<file path="src/rtl/fpu_ss_pkg.sv">
// -----------------------------------------------------------------------------
// fpu_ss_pkg
// Shared types for the fpu_ss subsystem and its multi-core issue arbiter:
//   x_issue_req_t / x_issue_resp_t / x_result_t : X-interface payloads
//   fpu_ss_arb_state_e                          : issue arbiter FSM states
//   arb_cnt_width()                             : outstanding counter width
// -----------------------------------------------------------------------------
package fpu_ss_pkg;

  typedef struct packed {
    logic [31:0] instr;
    logic [3:0]  id;
  } x_issue_req_t;

  typedef struct packed {
    logic accept;
    logic writeback;
    logic loadstore;
  } x_issue_resp_t;

  typedef struct packed {
    logic [3:0]  id;
    logic [31:0] data;
    logic [4:0]  rd;
    logic        we;
  } x_result_t;

  typedef enum logic [0:0] {
    IDLE   = 1'b0,
    LOCKED = 1'b1
  } fpu_ss_arb_state_e;

  // Bits needed to hold the values 0..max_outstanding inclusive.
  function automatic int unsigned arb_cnt_width(input int unsigned max_outstanding);
    return $clog2(max_outstanding + 32'd1);
  endfunction

endpackage

</file>
<file path="src/rtl/fpu_ss_rr_arbiter.sv">
// -----------------------------------------------------------------------------
// fpu_ss_rr_arbiter
// Purely combinational round-robin pick: returns the first requesting index
// at or after ptr, wrapping modulo NB_CORES.
//   req       in  NB_CORES  request vector
//   ptr       in  IDX_W     highest-priority index
//   gnt_idx   out IDX_W     picked index (0 when nothing requests)
//   gnt_valid out 1         at least one request present
// -----------------------------------------------------------------------------
module fpu_ss_rr_arbiter #(
  parameter int unsigned NB_CORES = 8,
  parameter int unsigned IDX_W    = $clog2(NB_CORES)
) (
  input  logic [NB_CORES-1:0] req,
  input  logic [IDX_W-1:0]    ptr,
  output logic [IDX_W-1:0]    gnt_idx,
  output logic                gnt_valid
);

  // Scan NB_CORES candidates starting at ptr; the first hit wins.
  always_comb begin
    int unsigned cand;
    logic        hit;
    gnt_idx   = '0;
    gnt_valid = 1'b0;
    cand      = 32'd0;
    hit       = 1'b0;
    for (int unsigned k = 0; k < NB_CORES; k++) begin
      cand      = (32'(ptr) + k) % NB_CORES;
      hit       = req[IDX_W'(cand)] & ~gnt_valid;
      gnt_idx   = hit ? IDX_W'(cand) : gnt_idx;
      gnt_valid = gnt_valid | hit;
    end
  end

endmodule

</file>
<file path="src/rtl/fpu_ss_issue_arbiter.sv">
// -----------------------------------------------------------------------------
// fpu_ss_issue_arbiter
// Shares one fpu_ss among NB_CORES cores. Round-robin arbitrates per-core
// X-interface issue requests onto the single fpu_ss issue port (holding the
// grant while fpu_ss stalls), tracks per-core outstanding instructions and
// routes fpu_ss results back to the owning core.
//
// Ports:
//   clk_i, rst_i                 clock, synchronous active-high reset
//   core_issue_*                 per-core issue valid/ready/req/resp
//   fpu_issue_*, fpu_core_id_o   issue port toward fpu_ss + granted core index
//   fpu_result_*, fpu_dest_core_id_i  result port from fpu_ss
//   core_result_*                per-core result valid/ready, broadcast payload
//   outstanding_o                per-core accepted-but-not-returned counts
//   err_o                        sticky protocol error (cleared by reset only)
//   perf_stall_o                 per-core stall cycle counters, present only
//                                when FPU_SS_ARB_PERF_EN is defined
// -----------------------------------------------------------------------------
module fpu_ss_issue_arbiter
  import fpu_ss_pkg::*;
#(
  parameter int unsigned NB_CORES        = 8,
  parameter int unsigned MAX_OUTSTANDING = 4,
  parameter int unsigned CNT_W           = arb_cnt_width(MAX_OUTSTANDING)
) (
  input  logic                                clk_i,
  input  logic                                rst_i,
  input  logic          [NB_CORES-1:0]        core_issue_valid_i,
  output logic          [NB_CORES-1:0]        core_issue_ready_o,
  input  x_issue_req_t  [NB_CORES-1:0]        core_issue_req_i,
  output x_issue_resp_t [NB_CORES-1:0]        core_issue_resp_o,
  output logic                                fpu_issue_valid_o,
  input  logic                                fpu_issue_ready_i,
  output x_issue_req_t                        fpu_issue_req_o,
  input  x_issue_resp_t                       fpu_issue_resp_i,
  output logic          [31:0]                fpu_core_id_o,
  input  logic                                fpu_result_valid_i,
  output logic                                fpu_result_ready_o,
  input  x_result_t                           fpu_result_i,
  input  logic          [31:0]                fpu_dest_core_id_i,
  output logic          [NB_CORES-1:0]        core_result_valid_o,
  input  logic          [NB_CORES-1:0]        core_result_ready_i,
  output x_result_t     [NB_CORES-1:0]        core_result_o,
  output logic          [NB_CORES-1:0][CNT_W-1:0] outstanding_o,
  output logic                                err_o
`ifdef FPU_SS_ARB_PERF_EN
  ,
  output logic          [NB_CORES-1:0][31:0]  perf_stall_o
`endif
);

  localparam int unsigned IDX_W = $clog2(NB_CORES);

  fpu_ss_arb_state_e  state_r, state_nxt_s;
  logic [IDX_W-1:0]   rr_ptr_r, rr_ptr_nxt_s;
  logic [IDX_W-1:0]   lock_idx_r, lock_idx_nxt_s;
  logic [CNT_W-1:0]   cnt_r [NB_CORES];
  logic               err_r;

  logic [NB_CORES-1:0] elig_s;
  logic [IDX_W-1:0]    pick_idx_s;
  logic                pick_valid_s;
  logic [IDX_W-1:0]    gnt_idx_s;
  logic                gnt_valid_s;
  logic                issue_hs_s;
  logic                proto_err_s;
  logic                dest_ok_s;
  logic [IDX_W-1:0]    dest_idx_s;
  logic                res_hs_s;
  logic                bad_dest_err_s;
  logic [NB_CORES-1:0] inc_s;
  logic [NB_CORES-1:0] dec_s;
  logic [NB_CORES-1:0] underflow_s;

  function automatic logic [IDX_W-1:0] wrap_inc(input logic [IDX_W-1:0] idx);
    if (32'(idx) == NB_CORES - 32'd1) begin
      return '0;
    end else begin
      return idx + IDX_W'(1);
    end
  endfunction

  fpu_ss_rr_arbiter #(
    .NB_CORES (NB_CORES),
    .IDX_W    (IDX_W)
  ) u_rr (
    .req       (elig_s),
    .ptr       (rr_ptr_r),
    .gnt_idx   (pick_idx_s),
    .gnt_valid (pick_valid_s)
  );

  // Current grant: fresh round-robin pick in IDLE, pinned core in LOCKED.
  always_comb begin
    gnt_valid_s = 1'b0;
    gnt_idx_s   = '0;
    if (rst_i) begin
      gnt_valid_s = 1'b0;
    end else begin
      case (state_r)
        IDLE: begin
          gnt_idx_s   = pick_idx_s;
          gnt_valid_s = pick_valid_s;
        end
        LOCKED: begin
          // eligibility is not re-evaluated while a grant is held
          gnt_idx_s   = lock_idx_r;
          gnt_valid_s = core_issue_valid_i[lock_idx_r];
        end
        default: begin
          gnt_valid_s = 1'b0;
        end
      endcase
    end
  end

  assign issue_hs_s = gnt_valid_s & fpu_issue_ready_i;

  // Zero-latency forwarding of the granted core onto the fpu_ss issue port.
  always_comb begin
    fpu_issue_valid_o  = gnt_valid_s;
    fpu_issue_req_o    = '0;
    fpu_core_id_o      = 32'd0;
    core_issue_ready_o = '0;
    core_issue_resp_o  = '0;
    if (gnt_valid_s) begin
      fpu_issue_req_o                = core_issue_req_i[gnt_idx_s];
      fpu_core_id_o                  = 32'(gnt_idx_s);
      core_issue_ready_o[gnt_idx_s]  = fpu_issue_ready_i;
      core_issue_resp_o[gnt_idx_s]   = fpu_issue_resp_i;
    end else begin
      fpu_issue_valid_o = 1'b0;
    end
  end

  // Next-state logic for the grant FSM and round-robin pointer.
  always_comb begin
    state_nxt_s    = state_r;
    rr_ptr_nxt_s   = rr_ptr_r;
    lock_idx_nxt_s = lock_idx_r;
    proto_err_s    = 1'b0;
    case (state_r)
      IDLE: begin
        if (issue_hs_s) begin
          rr_ptr_nxt_s = wrap_inc(gnt_idx_s);
        end else if (gnt_valid_s) begin
          state_nxt_s    = LOCKED;
          lock_idx_nxt_s = gnt_idx_s;
        end else begin
          state_nxt_s = IDLE;
        end
      end
      LOCKED: begin
        if (issue_hs_s) begin
          state_nxt_s  = IDLE;
          rr_ptr_nxt_s = wrap_inc(lock_idx_r);
        end else if (!core_issue_valid_i[lock_idx_r]) begin
          // requester withdrew mid-transaction: release, keep pointer
          state_nxt_s = IDLE;
          proto_err_s = 1'b1;
        end else begin
          state_nxt_s = LOCKED;
        end
      end
      default: begin
        state_nxt_s = IDLE;
      end
    endcase
  end

  assign dest_ok_s  = (fpu_dest_core_id_i < 32'(NB_CORES));
  assign dest_idx_s = fpu_dest_core_id_i[IDX_W-1:0];

  // Result demux: steer valid/ready by destination; bad destinations are sunk.
  always_comb begin
    core_result_valid_o = '0;
    fpu_result_ready_o  = 1'b0;
    if (rst_i) begin
      fpu_result_ready_o = 1'b0;
    end else if (dest_ok_s) begin
      core_result_valid_o[dest_idx_s] = fpu_result_valid_i;
      fpu_result_ready_o              = core_result_ready_i[dest_idx_s];
    end else begin
      fpu_result_ready_o = 1'b1;
    end
  end

  assign res_hs_s       = fpu_result_valid_i & fpu_result_ready_o;
  assign bad_dest_err_s = res_hs_s & ~dest_ok_s;

  for (genvar gi = 0; gi < NB_CORES; gi++) begin : g_core
    assign elig_s[gi]        = core_issue_valid_i[gi] &&
                               (cnt_r[gi] < CNT_W'(MAX_OUTSTANDING));
    assign inc_s[gi]         = issue_hs_s && fpu_issue_resp_i.accept &&
                               (gnt_idx_s == IDX_W'(gi));
    assign dec_s[gi]         = res_hs_s && dest_ok_s && (dest_idx_s == IDX_W'(gi));
    assign underflow_s[gi]   = dec_s[gi] && !inc_s[gi] && (cnt_r[gi] == CNT_W'(0));
    assign outstanding_o[gi] = cnt_r[gi];
    assign core_result_o[gi] = fpu_result_i;

    // Outstanding counter: +1 on accepted issue, -1 on returned result, floor at 0.
    always_ff @(posedge clk_i) begin
      if (rst_i) begin
        cnt_r[gi] <= CNT_W'(0);
      end else if (inc_s[gi] && !dec_s[gi]) begin
        cnt_r[gi] <= cnt_r[gi] + CNT_W'(1);
      end else if (dec_s[gi] && !inc_s[gi] && (cnt_r[gi] != CNT_W'(0))) begin
        cnt_r[gi] <= cnt_r[gi] - CNT_W'(1);
      end else begin
        cnt_r[gi] <= cnt_r[gi];
      end
    end
  end

  // FSM, pointer, lock index and sticky error registers.
  always_ff @(posedge clk_i) begin
    if (rst_i) begin
      state_r    <= IDLE;
      rr_ptr_r   <= '0;
      lock_idx_r <= '0;
      err_r      <= 1'b0;
    end else begin
      state_r    <= state_nxt_s;
      rr_ptr_r   <= rr_ptr_nxt_s;
      lock_idx_r <= lock_idx_nxt_s;
      err_r      <= err_r | proto_err_s | bad_dest_err_s | (|underflow_s);
    end
  end

  assign err_o = err_r;

`ifdef FPU_SS_ARB_PERF_EN
  logic [31:0] perf_r [NB_CORES];

  for (genvar pi = 0; pi < NB_CORES; pi++) begin : g_perf
    // Count cycles a core is requesting without completing an issue handshake.
    always_ff @(posedge clk_i) begin
      if (rst_i) begin
        perf_r[pi] <= 32'd0;
      end else if (core_issue_valid_i[pi] &&
                   !(issue_hs_s && (gnt_idx_s == IDX_W'(pi))) &&
                   (perf_r[pi] != 32'hFFFF_FFFF)) begin
        perf_r[pi] <= perf_r[pi] + 32'd1;
      end else begin
        perf_r[pi] <= perf_r[pi];
      end
    end
    assign perf_stall_o[pi] = perf_r[pi];
  end
`endif

endmodule

</file>
<file path="config.mk">
export PLATFORM = sky130hd
export DESIGN_NAME = fpu_ss_issue_arbiter
export DESIGN_NICKNAME = d
export VERILOG_FILES = /design/src/rtl/fpu_ss_pkg.sv /design/src/rtl/fpu_ss_rr_arbiter.sv /design/src/rtl/fpu_ss_issue_arbiter.sv
export SDC_FILE = /design/constraint.sdc
export NUM_CORES = 1
export LEC_CHECK = 0
export CELL_PAD_IN_SITES_DETAIL_PLACEMENT = 0
export CELL_PAD_IN_SITES_GLOBAL_PLACEMENT = 1
export CORE_AREA = 5 5 326 328
export DETAILED_ROUTE_END_ITERATION = 6
export DIE_AREA = 0 0 331 333
export GPL_ROUTABILITY_DRIVEN = 0
export PLACE_DENSITY_LB_ADDON = 0.1
export SLEW_MARGIN = 5
export SYNTH_ARGS = -nofsm -noshare
export SYNTH_HDL_FRONTEND = slang
export SYNTH_SLANG_ARGS = --single-unit
</file>
<file path="constraint.sdc">
create_clock -name clk_i -period 5.4 [get_ports clk_i]
set_input_delay 0.81 -clock clk_i [delete_from_list [all_inputs] [get_ports clk_i]]
set_output_delay 0.81 -clock clk_i [all_outputs]
set_load 0.03 [all_outputs]
</file>
Word-level counts from Yosys, hierarchy flattened
Memories as Yosys holds them, arrays and structs flattened.
Cells that the tools add are included.
Word-level totals
  RAM bits: 24
  logic and storage cells: 398
  output and inout port bits: 471
  register bits after elaboration: 8
  memories: 1
Operators by class
  muxes and demuxes: 175
  $add $sub $neg: 25
  reductions and logical operators: 97
  equality and inequality tests: 17
  magnitude comparators: 22
  bitwise gates (word level): 57
Memory list
  cnt_r: words 8, bits a word 3, read ports 8, clocked after memory_dff 0, wr ports 8, RTL line fpu_ss_issue_arbiter.sv:57  | logic [CNT_W-1:0] cnt_r [NB_CORES];
Operators with widths (number)
  3-bit two-way mux: 39
  1-bit two-way mux: 112
  36-bit binary-select mux with 3-bit select: 1
  36-bit two-way mux: 2
  1-bit logical AND: 60
  3-bit by 4-bit < comparator with 1-bit output (second input constant): 11
  1-bit OR: 34
  3-bit by 1-bit adder with 3-bit output (second input constant): 11
  32-bit by 4-bit < comparator with 1-bit output (second input constant): 1
  1-bit binary-select mux with 3-bit select: 10
  3-bit zero test: 10
  3-bit == test (second input constant): 9
  24-bit AND: 1
  3-bit < comparator (second input constant): 8
  24-bit two-way mux: 1
  8-bit two-way mux: 3
  3-bit nonzero test: 8
  3-bit by 1-bit subtractor with 3-bit output (second input constant): 8
  8-bit AND: 2
  1-bit zero test: 16
  3-bit adder (second input constant): 4
  3-bit by 2-bit == test with 1-bit output (second input constant): 4
  3-bit case mux with 2 select lines: 2
  1-bit AND: 10
  other kinds (12): 26

Logic depth before layout (Yosys ltp)
An unclocked memory read counts as a cell.
  depth in word-level cells: 40
  mapped depth: 23
  mapped depth without buffers: 17

Hierarchy
Synthesis repeated with hierarchy kept, for this count alone.
Unflattened totals
  cells, all modules: 1083
  area, all modules: 8229.1 um2
Modules (own cells, without submodules)
  fpu_ss_issue_arbiter: instances 1, area an instance 7283.2 um2, cells an instance 980
  fpu_ss_rr_arbiter: instances 1, area an instance 945.9 um2, cells an instance 103

Worst setup path after synthesis
No wires, ideal clock.
  path kind: register to output
  start: register rr_ptr_r[0]
  end: output fpu_issue_req_o[19] (netlist name)
  path slack: 159 ps
  cell stages (with the launch flop): 17
  path buffers: 6
  arrival time: 4431 ps
  cells stage by stage: dfxtp_1 buf_6 inv_2 buf_4 ha_1 buf_2 inv_1 mux4_2 and4_1 buf_6 nor2b_1 o22a_1 o2111ai_2 buf_4 buf_2 o31ai_1 nor4b_1
RTL lines
  from (decl): RTL line fpu_ss_issue_arbiter.sv:55  | logic [IDX_W-1:0] rr_ptr_r, rr_ptr_nxt_s;
  from (signal assigned): RTL line fpu_ss_issue_arbiter.sv:224  | rr_ptr_r <= rr_ptr_nxt_s;
  to (decl): RTL line fpu_ss_issue_arbiter.sv:34  | output x_issue_req_t fpu_issue_req_o,

==> impl_metrics.json <==
{
  "post_synth_top_area_cell": "buf_4",
  "portBuffers": 448,
  "finalPower_mw": 3.33,
  "clkSinkCount": 32,
  "critical_path.endpoint_type": "primary output",
  "die_height_um": 333,
  "cellLeakagePower_nw": 5.27,
  "cts_max_path_buffers": 2,
  "power_per_cell_area_nw_per_um2": 225,
  "synth_sequential_area_ratio_pct": 9.40,
  "timing.hold.worst.start": "lock_idx_r[2]",
  "synthesized_area_divided_by_synthesized_cell_count_um2": 7.84,
  "hold_slack_ns": 0.525,
  "fp-row-count": 118,
  "grt_first_pass_wirelength_um": 84800,
  "worst_ep_required_time_ns": 4.59,
  "yosys_most_used_dff": "edfxtp_1",
  "cts_tree": "done",
  "post_synth_main_area_contributors": "buf_4 30%, edfxtp_1 7.7%, mux2i_1 5.9%",
  "cp.arrival_ns": 4.40,
  "setup_tns_ns": 0,
  "largest_family_of_logic_cells_by_synthesized_area": "buffers and inverters",
  "hpwlAfterDp_um": 56600,
  "die-area_um2": 110000,
  "detail_route.iter0.violations": 278,
  "outcome": "completed",
  "net-switching-power_mw": 1.55,
  "fp.dieW_um": 331,
  "cts_inserted_buffers": 5,
  "finish.cell_count_without_fillers": 2802,
  "setup.worst_path.start_class": "input port",
  "syn-instance-count": 1194,
  "worstHoldEndpoint": "lock_idx_r[2]",
  "yosys.area_share.adder_pct": 4.35,
  "r2r_end": "err_o",
  "setup.worst_path.class": "input port to primary output",
  "synth_area_um2": 9370,
  "worst_reg_to_reg_setup_slack_ns": 0.64,
  "start_util_pct": 9.10,
  "yosys.cell_count.top_type": "buf_4",
  "grt_start_max_net_pins": 33,
  "yosys-mux-area-fraction_pct": 16.2,
  "detailed_place.area_um2": 14500,
  "first_global_vias": 10300,
  "post_cts_hold_buffer_count": 0,
  "layout-area-overhead-vs-synth_pct": 58.1,
  "fin_skew_ns": 0.00624,
  "routed_wirelength_um": 63600,
  "routedWlPerCell_um": 22.7,
  "timing.reg2reg.worst_path_depth": 18,
  "seq_power_share_pct": 9.4,
  "setup-violations-final": 0,
  "power_report.internal_total_mw": 1.78,
  "share_comb_of_total_power_pct": 80.1,
  "swShare_pct": 46.5,
  "floorplan.io_pins": 856,
  "synth_compound_area_share_pct": 16.3,
  "dp_cells": 2786,
  "ys_types": 82,
  "cap_violations": 0,
  "number_of_vias_per_cell_after_detailed_routing": 3.29,
  "fin_util_pct": 14.4,
  "rsz0062_at_grt": "no",
  "initial_antenna_violation_count": 27,
  "synth_top_area_share_pct": 29.7,
  "synth_async_sr_flop_share_pct": 0,
  "timing.final.crit_share_pct": 96.5,
  "nets": 1831,
  "timing.max_slew.rel_slack_pct": 59.9,
  "detailedPlace.worstSlack_ns": -0.559,
  "p_clk_share_pct": 10.5,
  "synthTopCellsByCount": "370 x buf_4, 66 x nand2_1, 64 x nor2_1",
  "yosys_reg_bits": 32,
  "core_um2": 103000,
  "finalHoldViolations": 0,
  "drc": 0,
  "grt.overflow.total": 0,
  "final.min_clock_period_ns": 5.21,
  "yosys_warnings": 0,
  "ir_worst_vdd_uv": 121,
  "critical_path.reg2reg.startpoint": "cnt_r[0][11]",
  "synth_area_in_simple_gates_pct": 19.1,
  "finalInstanceArea_um2": 14800,
  "ant_nets": 0,
  "clock_tree.htree_level_count": 2,
  "worstSkewPairLatency_ns": 0.30,
  "route.vias.total": 9218,
  "synth_edf_count": 24,
  "fin_ws_ns": 0.192,
  "clock_tree.root_cell": "clkbuf_16",
  "max_slew.worst_pin.slew_ns": 0.595,
  "hold-path-cell-count": 2,
  "synthXorXnorAreaFrac_pct": 0.561,
  "global_route.usage.total_pct": 11.0,
  "achievable_frequency_mhz": 192,
  "critPathMaxFanout": 10,
  "min_path_type": "flip-flop to flip-flop",
  "dr.pass1.iters": 4,
  "report.final.slew_viol_count": 0,
  "clk_pin_slew_ns": 0.06,
  "drive_above_1_share_pct": 24.8
}
## worst max-delay path: stages
cell	delay [ns]
dlygate4sd2_1	0.27
and4b_1	0.20
or4_4	0.58
buf_4	0.16
mux2i_1	0.13
buf_4	0.17
mux2i_1	0.21
nand3_1	0.13
o21ai_2	0.14
and2_4	0.20
inv_6	0.08
buf_12	0.15
buf_4	0.13
mux2_2	0.21
nor2_1	0.05
a2111oi_2	0.42
buf_4	0.22
buf_12	0.12
## cell families (layout without fill, tap and decap cells)
| group | after synthesis | in the layout |
|---|---|---|
| xor+xnor | 6 | 6 |
| other cells | 1 | 36 |
| simple gates | 335 | 335 |
| buf+inv | 456 | 649 |
| mux | 124 | 124 |
| fa+ha+maj | 32 | 32 |
| compound gates | 208 | 208 |
| flops | 32 | 32 |
## layout make-up
cell class                 instances  area, µm²
clock buffer                       5        125
sequential                        32        881
inverter                          29        116
multi-input combinational        734       5550
clock inverter                     3       42.5
tap                             1380       1730
fill                           11800      88100
antenna                            7       17.5
timing repair buffer             612       6340
## how the worst max path moves through the flow
stage / startpoint / end / slack [ns] / cells past startpoint
after floorplan: rr_ptr_r[0] / fpu_issue_req_o[19] / 0.16 / 16
after global placement: core_issue_valid_i[4] / fpu_issue_req_o[29] / -0.55 / 15
after detailed placement: core_issue_valid_i[7] / fpu_issue_req_o[29] / -0.56 / 15
after CTS: core_issue_valid_i[4] / fpu_issue_req_o[29] / 0.12 / 16
after global routing: core_issue_valid_i[3] / fpu_issue_req_o[28] / 0.0003 / 15
final: core_issue_valid_i[3] / fpu_issue_req_o[1] / 0.19 / 18
## routing by layer
layer	global-route usage, %	vias up	wire [µm]
met5	0	-	220
met3	4.83	70	6550
met1	11.7	4299	23500
met4	1.76	34	767
li1	-	4316	-
met2	20.2	499	32500
## layout by cell type, fill, tap and decap left out, types with 7 or more instances in the layout
| master | count |
|---|---|
| inv_1 | 24 |
| conb_1 | 29 |
| nand2_1 | 66 |
| or3_1 | 15 |
| nor4_1 | 7 |
| a21oi_1 | 42 |
| a221oi_1 | 8 |
| o21a_1 | 7 |
| diode_2 | 7 |
| buf_12 | 63 |
| o21ai_0 | 16 |
| nor2_1 | 64 |
| ha_1 | 31 |
| mux2_2 | 45 |
| mux4_2 | 17 |
| a211o_1 | 8 |
| nor2b_1 | 18 |
| o31ai_1 | 7 |
| mux2_1 | 7 |
| buf_4 | 166 |
| nand2b_1 | 38 |
| dlygate4sd2_1 | 8 |
| o21ai_1 | 13 |
| o22ai_1 | 15 |
| a211oi_1 | 8 |
| o221ai_1 | 17 |
| nand4_1 | 7 |
| nand3_1 | 15 |
| edfxtp_1 | 24 |
| nor3_1 | 57 |
| dfxtp_1 | 8 |
| clkdlybuf4s50_1 | 369 |
| mux2i_1 | 53 |
| a31oi_1 | 13 |
## state kept, by name (all words and copies together), names as in the netlist
| signal | count |
|---|---|
| cnt_r | 24 |
| err_o | 1 |
| lock_idx_r | 3 |
| rr_ptr_r | 3 |
| state_r | 1 |
## timing repair
item,4_1_cts,5_1_grt
endpoints found under the setup margin,62,5
buffers inserted,1,0
pin swaps,7,2
gates resized for setup,42,1
## power groups by stage
stage               combinational (mW)  clock (mW)  sequential (mW)
finish                            2.67       0.349            0.313
global route                      2.87       0.378            0.317
CTS                               2.77       0.373            0.315
detailed placement                2.72           0            0.319
global placement                  2.74           0            0.319
floorplan                         1.61           0            0.330
Note: power is estimated with default switching activity, not from simulation.
